--- src/rtl/button_led_mode_controller.sv ---
// Classifies presses of a synchronized pushbutton as SHORT or LONG by hold time.
// SHORT steps the LED mode OFF -> ON -> BLINK -> OFF, and LONG forces OFF.
module button_led_mode_controller #(
  parameter int LONG_CYCLES = 8,
  parameter int BLINK_HALF  = 4
) (
  input  logic       clk,
  input  logic       reset,
  input  logic       button,
  output logic       led,
  output logic [1:0] mode,
  output logic       short_pulse,
  output logic       long_pulse
);

  localparam int HW = $clog2(LONG_CYCLES + 1);
  localparam int BW = (BLINK_HALF > 1) ? $clog2(BLINK_HALF) : 1;

  typedef enum logic [1:0] {
    MODE_OFF   = 2'd0,
    MODE_ON    = 2'd1,
    MODE_BLINK = 2'd2,
    MODE_ILL   = 2'd3
  } mode_e;

  logic          r_button_prev;
  logic [HW-1:0] r_hold_cnt;
  mode_e         r_mode;
  logic          r_led;
  logic [BW-1:0] r_blink_cnt;
  logic          r_short_pulse;
  logic          r_long_pulse;

  logic          w_rise, w_fall, w_held, w_tracking;
  logic          w_short_evt, w_long_evt;
  mode_e         w_mode_nxt;
  logic          w_led_nxt;
  logic [BW-1:0] w_blink_nxt;
  logic          w_short_nxt, w_long_nxt;

  assign w_rise     = button & ~r_button_prev;
  assign w_fall     = ~button & r_button_prev;
  assign w_held     = button & r_button_prev;
  // A zero count means no press is in progress (e.g. button held through reset),
  // so such a hold can neither count up nor produce an event on release.
  assign w_tracking = (r_hold_cnt != '0);

  assign w_long_evt  = w_held & w_tracking & (r_hold_cnt == HW'(LONG_CYCLES - 1));
  assign w_short_evt = w_fall & w_tracking & (r_hold_cnt < HW'(LONG_CYCLES));

  always_ff @(posedge clk or negedge reset) begin
    if (!reset) begin
      r_button_prev <= 1'b1;
      r_hold_cnt    <= '0;
    end else begin
      r_button_prev <= button;
      if (w_rise)
        r_hold_cnt <= HW'(1);
      else if (w_held && w_tracking && (r_hold_cnt < HW'(LONG_CYCLES)))
        r_hold_cnt <= r_hold_cnt + HW'(1);
      else if (w_fall)
        r_hold_cnt <= '0;
    end
  end

  // Mode FSM: state register
  always_ff @(posedge clk or negedge reset) begin
    if (!reset) begin
      r_mode        <= MODE_OFF;
      r_led         <= 1'b0;
      r_blink_cnt   <= '0;
      r_short_pulse <= 1'b0;
      r_long_pulse  <= 1'b0;
    end else begin
      r_mode        <= w_mode_nxt;
      r_led         <= w_led_nxt;
      r_blink_cnt   <= w_blink_nxt;
      r_short_pulse <= w_short_nxt;
      r_long_pulse  <= w_long_nxt;
    end
  end

  // Mode FSM: next state
  always_comb begin
    w_mode_nxt = r_mode;
    case (r_mode)
      MODE_OFF:   if (w_short_evt) w_mode_nxt = MODE_ON;
      MODE_ON:    if (w_long_evt) w_mode_nxt = MODE_OFF;
                  else if (w_short_evt) w_mode_nxt = MODE_BLINK;
      MODE_BLINK: if (w_long_evt || w_short_evt) w_mode_nxt = MODE_OFF;
      default:    w_mode_nxt = MODE_OFF;
    endcase
  end

  // Mode FSM: registered outputs
  always_comb begin
    w_led_nxt   = 1'b0;
    w_blink_nxt = '0;
    w_short_nxt = w_short_evt & (r_mode != MODE_ILL);
    w_long_nxt  = w_long_evt & (r_mode != MODE_ILL);
    case (w_mode_nxt)
      MODE_ON: w_led_nxt = 1'b1;
      MODE_BLINK: begin
        if (r_mode != MODE_BLINK) begin
          w_led_nxt   = 1'b1;
          w_blink_nxt = '0;
        end else if (r_blink_cnt == BW'(BLINK_HALF - 1)) begin
          w_led_nxt   = ~r_led;
          w_blink_nxt = '0;
        end else begin
          w_led_nxt   = r_led;
          w_blink_nxt = r_blink_cnt + BW'(1);
        end
      end
      default: begin
        w_led_nxt   = 1'b0;
        w_blink_nxt = '0;
      end
    endcase
  end

  assign led         = r_led;
  assign mode        = r_mode;
  assign short_pulse = r_short_pulse;
  assign long_pulse  = r_long_pulse;

endmodule

--- config.mk ---
export PLATFORM = sky130hd
export DESIGN_NAME = button_led_mode_controller
export DESIGN_NICKNAME = d
export VERILOG_FILES = /design/src/rtl/button_led_mode_controller.sv
export SDC_FILE = /design/constraint.sdc
export NUM_CORES = 1
export LEC_CHECK = 0
export CAP_MARGIN = 25
export CORE_MARGIN = 1.5
export CORE_UTILIZATION = 52
export CTS_CLUSTER_SIZE = 40
export DETAILED_ROUTE_END_ITERATION = 10
export MAX_ROUTING_LAYER = met4
export PLACE_DENSITY_LB_ADDON = 0.12
export RECOVER_POWER = 100
export SLEW_MARGIN = 10
export SYNTH_ARGS = -nofsm -noshare
export SYNTH_HDL_FRONTEND = slang
export SYNTH_SLANG_ARGS = --single-unit
--- constraint.sdc ---
create_clock -name clk -period 2 [get_ports clk]
set_input_delay 0.4 -clock clk [delete_from_list [all_inputs] [get_ports clk]]
set_output_delay 0.4 -clock clk [all_outputs]
set_load 0.1 [all_outputs]
==> metrics.md, run 1 <==
| Metric | Value |
|---|---|
| Status | `finished, final reports clean` |
| Hold Crit Endpoint | `r_blink_cnt[0]$_DFF_PN0_` |
| Detailed-routed wire length on met2 | `732 um` |
| CP delay by family, top | `simple AND/OR/NAND/NOR gates` |
| Synth Net Count | `79` |
| First-pass GRT wire length | `2.07 mm` |
| CTS sink cnt | `12` |
| Nets | `101` |
| FILL cells | `between 80 and 90` |
| Mapped Avg Cell Area | `10.5 um2` |
| Static Leakage | `0.000454 uW` |
| Asr flop ratio synth | `100%` |
| Worst hold path type | `flop to flop` |
| CTS tree | `done` |
| Root Driver | `clkbuf_4` |
| Switching power share of the total | `47.3%` |
| Die area | `approximately 0.0016 mm2` |
| Syn Std Cell Area | `711 um2` |
| Internal | `633 uW` |
| Worst Max-Slew Pin Slew | `between 0.5 and 0.6 ns` |
| Area after DPL | `835 um2` |
| Most common cell after layout, fill and taps aside | `buf_4` |
| Vias | `573` |
| #FFs+latches synth | `12` |
| Yosys top cell by area | `dfrtp_1` |
| Antenna cells | `0` |
| Crit Path Category | `flop to flop` |
| Worst r2r src | `r_button_prev$_DFF_PN1_` |
| Finished Cell Area | `947 um2` |
| Slowest CP cell | `dfstp_2` |
| Initial core utilization | `55.3%` |
| H-tree depth | `1` |
| Number of flops mapped to enable cells by yosys | `0` |
| DR pass1 iterations | `4` |
| Pwr/cell area | `1270 mW/mm2` |
| Routed Antenna Nets | `0` |
| IO Pins | `8` |
| Synth unique cells | `29` |
| Tcrit/Tclk final | `between 90% and 100%` |
| P_sw | `567 uW` |
| Total power | `1200 uW` |
| Worst Skew | `slightly below 0.007 ns` |
| Seq/Total Area, Yosys | `between 40% and 50%` |
| CP Capture Type | `flop` |
| CP cell instances | `ha_1 > nor2b_4 > nor4b_4 > a31o_1 > ha_2 > nor2_1 > a311oi_2 > a21o_1` |
| RSZ-0062 raised after global routing | `true` |
| Most area-consuming cells after synthesis | `dfrtp_1, ha_1, dfstp_2` |
| GRT Util Overall | `20.2%` |
| Core Util, Final | `73.7%` |
| Setup violations, final | `0` |
| Synth-to-Final Area Change | `33.3%` |
| Max-Cap Viols | `0` |
| CTS max path bufs | `2` |
| Crit path max fanout | `4` |
| Clk pin slew, worst setup/hold paths | `roughly 0.080 ns` |
| Worst reg2reg path depth | `8` |
| GRT overflow | `0` |
| Rel. slew slack | `63.5%` |
| Clock Latency Late Sink | `0.28 ns` |
| Worst path required time | `2.22 ns` |
| Ys flop type | `dfrtp_1` |
| Fmax | `0.514 GHz` |
| Met3 Routed Length | `50 um` |
| Routed wire length | `1.54 mm` |
| Hold Path Stages | `1` |
| Worst EP arrival | `approximately 2.2 ns` |
| Vias per cell | `~5.5` |
| Share of cells above drive strength 1 | `39.3%` |
| Row count | `13` |
| Chip Width | `40.0 um` |
| Core Footprint | `around 0.0013 mm2` |
| Max VDD drop | `639 uV` |
| Input/output buffers | `7` |
| CP peak stage delay | `~0.55 ns` |
| Drt wl/cell | `14.8 um` |
| Worst reg2reg setup slack | `0.05 ns` |
| Die height | `40.0 um` |
| Largest net degree at the start of global routing | `13` |
| Clock Power Share | `13.6%` |
| Number of remaining DRC errors | `0` |
| Crit path buf inv count | `0` |
| Flop pwr share | `28.9%` |
| Initial DRC Count | `4` |
| RePlAce Congestion | `0.829` |
| Top cell type's share of synthesized area | `38.7%` |
| Highest routed layer | `met4` |
| Metal1 wirelength | `around 740 um` |
| Hold_sp | `r_blink_cnt[0]$_DFF_PN0_` |
| Initial antenna violation count | `0` |
| Most frequent cells in the layout | `buf_4, dfrtp_1, inv_1` |
| Startpoint type of the worst setup path | `flop` |
| Fin. Hold Viols | `0` |
| Tmin final | `1.95 ns` |
| DP Wirelength | `996 um` |
| R2r endpoint | `led$_DFFE_PN0P_` |
| Total CTS buffers | `3` |
| Syn Inst Count | `68` |
| Combinational Power Share | `57.4%` |
| Slew Viols, Final | `0` |
| Yosys warning count | `0` |
| Vias in the first global route | `512` |
## metal layers
metal / up-vias / GRT usage, %
met4: 0 / 10.3
met5: - / -
met3: 4 / 3.33
met2: 12 / 29.8
met1: 270 / 26.4
li1: 287 / -
## worst max-delay path by stage
stage / from / end / slack [ns] / depth (start not counted)
finish: r_button_prev$_DFF_PN1_ / led$_DFFE_PN0P_ / 0.05 / 8
global route: r_button_prev$_DFF_PN1_ / led$_DFFE_PN0P_ / -0.06 / 8
CTS: r_button_prev$_DFF_PN1_ / led$_DFFE_PN0P_ / 0.04 / 8
detailed placement: button / led$_DFFE_PN0P_ / -0.43 / 10
global placement: button / led$_DFFE_PN0P_ / -0.38 / 10
floorplan: mode[0]$_DFF_PN0_ / led$_DFFE_PN0P_ / 0.08 / 7
## cell usage after synthesis, drive strengths merged (2+ instances only)
| library cell | n |
|---|---|
| a21oi | 3 |
| and3 | 2 |
| dfrtp | 11 |
| ha | 8 |
| inv | 7 |
| nand2 | 4 |
| nand2b | 3 |
| nand3 | 4 |
| nand4 | 2 |
| nor2 | 2 |
| nor2b | 5 |
| o21a | 2 |
| o21ai | 2 |
## kinds of logic after synthesis
| family | share of synthesized area [%] |
|---|---|
| AOI/OAI and AO/OA | 16.9 |
| buffers and inverters | 3.70 |
| DFF | 42.4 |
| and+or+nand+nor | 22.9 |
| adders and majority gates | 14.1 |
## final cells by class
type | count | area, um2 | share of cell area (%)
Multi-Input combinational cell | 49 | 445 | 47.0
Sequential cell | 12 | 304 | 32.1
Timing Repair Buffer | 17 | 126 | 13.3
Clock buffer | 4 | 26.3 | 2.77
Inverter | 7 | 26.3 | 2.77
Tap cell | 15 | 18.8 | 1.98
## power by group through the flow
stage	logic, uW	registers (uW)	clock network [uW]
after floorplan	254	519	0
after global placement	544	350	0
after detailed placement	555	353	0
after CTS	563	349	161
after global routing	742	353	174
final	689	347	163
## repair_timing
action / in CTS / in global routing
gates resized for setup: 2 / 11
pin swaps: 0 / 5
setup buffers: 0 / 4
hold buffers: 0 / 0
endpoints found under the setup margin: 2 / 2
## state kept, by name (all words and copies together) (netlist names)
name / cells
r_hold_cnt: 4
mode: 2
r_blink_cnt: 2
led: 1
long_pulse: 1
r_button_prev: 1
short_pulse: 1
## through the flow
stage	worst slack, ns	setup TNS, ns	hold slack [ns]	instances
after floorplan	0.0838	0	0.104	68
after global placement	-0.385	-0.921	0.421	96
after detailed placement	-0.430	-1.02	0.428	96
after CTS	0.0398	0	0.435	100
after global routing	-0.0556	-0.0599	0.453	104
final	0.0534	0	0.433	104
No activity file was read; power rests on OpenSTA's default activity.
==> run 2: changes to the inputs <==
Settings changed: SLEW_MARGIN 10 to unset.
==> results of run 2 <==
Same layout as run 1: the final DEF is identical, and so are final timing and power.
==> run 3: changes to the inputs <==
Settings changed: CORE_MARGIN 1.5 to 2, PLACE_DENSITY set to 0.82, PLACE_DENSITY_LB_ADDON 0.12 to unset.
==> run 3 against run 2 <==
Global-route usage is 1.0 points higher. Critical endpoint unchanged. Clock power up 23%. Count of clock-buffer cells in the layout unchanged. Final cell count is 1.9% lower. Worst setup slack better by 0.0046 ns. First-iteration DRC count grew to 3.5 times the previous value. Critical path type unchanged. Clock skew decreased by 0.00077 ns. Combinational power is 2% higher.
==> metrics.md, run 3 (synthesis results as in run 1) <==
| Metric | Value |
|---|---|
| Status | `finished, final reports clean (unchanged)` |
| Fmax | `0.515 GHz (was 0.514 GHz)` |
| Startpoint type of the worst setup path | `flop (unchanged)` |
| Synth-to-Final Area Change | `37.9% (was 33.3%)` |
| RSZ-0062 raised after global routing | `true (unchanged)` |
| Die area | `0.00168 mm2 (was 0.00160 mm2)` |
| CTS tree | `done (unchanged)` |
| Hold_ws | `0.473 ns (was 0.433 ns)` |
| Total power | `1260 uW (was 1200 uW)` |
| Initial DRC Count | `14 (was 4)` |
| Vias | `587 (was 573)` |
| Initial core utilization | `55.3% (unchanged)` |
| CTS max path bufs | `2 (unchanged)` |
| Fin. Hold Viols | `0 (unchanged)` |
| Worst Skew | `0.00610 ns (was 0.00687 ns)` |
| Input/output buffers | `7 (unchanged)` |
| Max VDD drop | `610 uV (was 639 uV)` |
| CP Capture Type | `flop (unchanged)` |
| First-pass GRT wire length | `2.16 mm (was 2.07 mm)` |
| Tcrit/Tclk final | `97.1% (was 97.3%)` |
| DR pass1 iterations | `5 (was 4)` |
| Routed wire length | `1.71 mm (was 1.54 mm)` |
| PnR worst setup slack | `0.0580 ns (was 0.0534 ns)` |
| CTS sink cnt | `12 (unchanged)` |
| Share of cells above drive strength 1 | `42.5% (was 39.3%)` |
| Worst Setup SP | `r_button_prev$_DFF_PN1_ (unchanged)` |
| Row count | `13 (unchanged)` |
| Nets | `99 (was 101)` |
| Total placed cells including tap cells | `96 (unchanged)` |
| Worst r2r src | `r_button_prev$_DFF_PN1_ (unchanged)` |
| Initial antenna violation count | `0 (unchanged)` |
| Max reg flops | `4 (unchanged)` |
| Most frequent cells in the layout | `dfrtp_1, buf_4, inv_1 (was buf_4, dfrtp_1, inv_1)` |
| Root Driver | `clkbuf_4 (unchanged)` |
| Vias per cell | `5.75 (was 5.51)` |
| Largest reg by FF count | `r_hold_cnt (unchanged)` |
| Max-Cap Viols | `0 (unchanged)` |
| Rel. slew slack | `63.5% (about the same)` |
| Routed Antenna Nets | `0 (unchanged)` |
| Clk pin slew, worst setup/hold paths | `0.08 ns (about the same)` |
| Worst path required time | `2.23 ns (was 2.22 ns)` |
| Setup violations, final | `0 (unchanged)` |
| Slew Viols, Final | `0 (unchanged)` |
| Core Footprint | `0.00128 mm2 (unchanged)` |
| Tmin final | `1.94 ns (was 1.95 ns)` |
| GRT overflow | `0 (unchanged)` |
| Number of remaining DRC errors | `0 (unchanged)` |
| Worst hold path type | `flop to flop (unchanged)` |
| Worst reg2reg setup slack | `0.06 ns (was 0.05 ns)` |
| Non-Filler Instances | `102 (was 104)` |
| Die height | `41.0 um (was 40.0 um)` |
| IO Pins | `8 (unchanged)` |
| H-tree depth | `1 (unchanged)` |
| Vias in the first global route | `508 (was 512)` |
| Total CTS buffers | `3 (unchanged)` |
| Largest net degree at the start of global routing | `13 (unchanged)` |
| Hold_sp | `r_blink_cnt[0]$_DFF_PN0_ (unchanged)` |
| Pre-CTS WS | `-0.411 ns (was -0.430 ns)` |
| Drt wl/cell | `16.7 um (was 14.8 um)` |
| RePlAce Congestion | `0.862 (was 0.829)` |
| DP Wirelength | `1.05 mm (was 996 um)` |
| Clock Latency Late Sink | `0.28 ns (about the same)` |
| Crit path max fanout | `4 (unchanged)` |
| Crit Path Category | `flop to flop (unchanged)` |
| Antenna cells | `0 (unchanged)` |
| Chip Width | `41.0 um (was 40.0 um)` |
| Worst EP arrival | `2.17 ns (about the same)` |
| Worst Max-Slew Pin Slew | `0.546 ns (about the same)` |
| Static Leakage | `0.000460 uW (was 0.000454 uW)` |
| GRT Util Overall | `21.2% (was 20.2%)` |
| Pwr/cell area | `1290 mW/mm2 (was 1270 mW/mm2)` |
==> run 3: stage by stage <==
stage	instance area (um2)	setup TNS [ns]	util (%)
detailed placement	835	-0.997	64.9
finish	980	0	76.2
floorplan	713	0	-
global route	980	-0.0376	76.2
CTS	881	0	68.5
global placement	835	-0.883	64.9
==> run 3: power breakdown <==
part	switching, uW	internal (uW)
clock	89.6	111
combinational	432	270
sequential	65.4	291
total	587	672
==> run 3: path summary, 6_finish.rpt <==
| check | endpoint | cells past startpoint |
|---|---|---|
| min in group asynchronous | r_blink_cnt[0]$_DFF_PN0_ | 1 |
| min | r_blink_cnt[0]$_DFF_PN0_ | 1 |
| max in group asynchronous | mode[0]$_DFF_PN0_ | 1 |
| max reg2reg | led$_DFFE_PN0P_ | 8 |
| min reg2reg | r_blink_cnt[0]$_DFF_PN0_ | 1 |
| max | led$_DFFE_PN0P_ | 8 |
==> run 3: worst max-delay path, cell delays in order (launching register included) <==
cell      delay, ns
dfstp_2        0.57
ha_4           0.12
nor2b_4        0.17
nor4b_4        0.32
a31o_1         0.18
ha_2           0.18
nor2_1         0.05
a311oi_2       0.18
a21o_1         0.11
==> run 3: timing repair <==
action / 4_1_cts / 5_1_grt
setup buffers: 0 / 2
gates resized for setup: 3 / 17
setup endpoints to repair: 2 / 2
hold endpoints to repair: 0 / 0
pin swaps: 0 / 3
hold buffers: 0 / 0
==> run 3: per-layer routing <==
layer	up-vias	part of all wire, %	global-route usage (%)
met1	282	44	22.6
met4	0	4.2	15.0
met3	7	3.3	3.26
li1	283	-	-
met5	-	0	-
met2	15	49	35.5
==> run 3: cell type report <==
cell class                 instances  area (um2)
clock buffer                       4        36.3
multi-input combinational         49         485
inverter                           7        26.3
tap                               15        18.8
fill                              78         305
timing repair buffer              15         109
sequential                        12         304
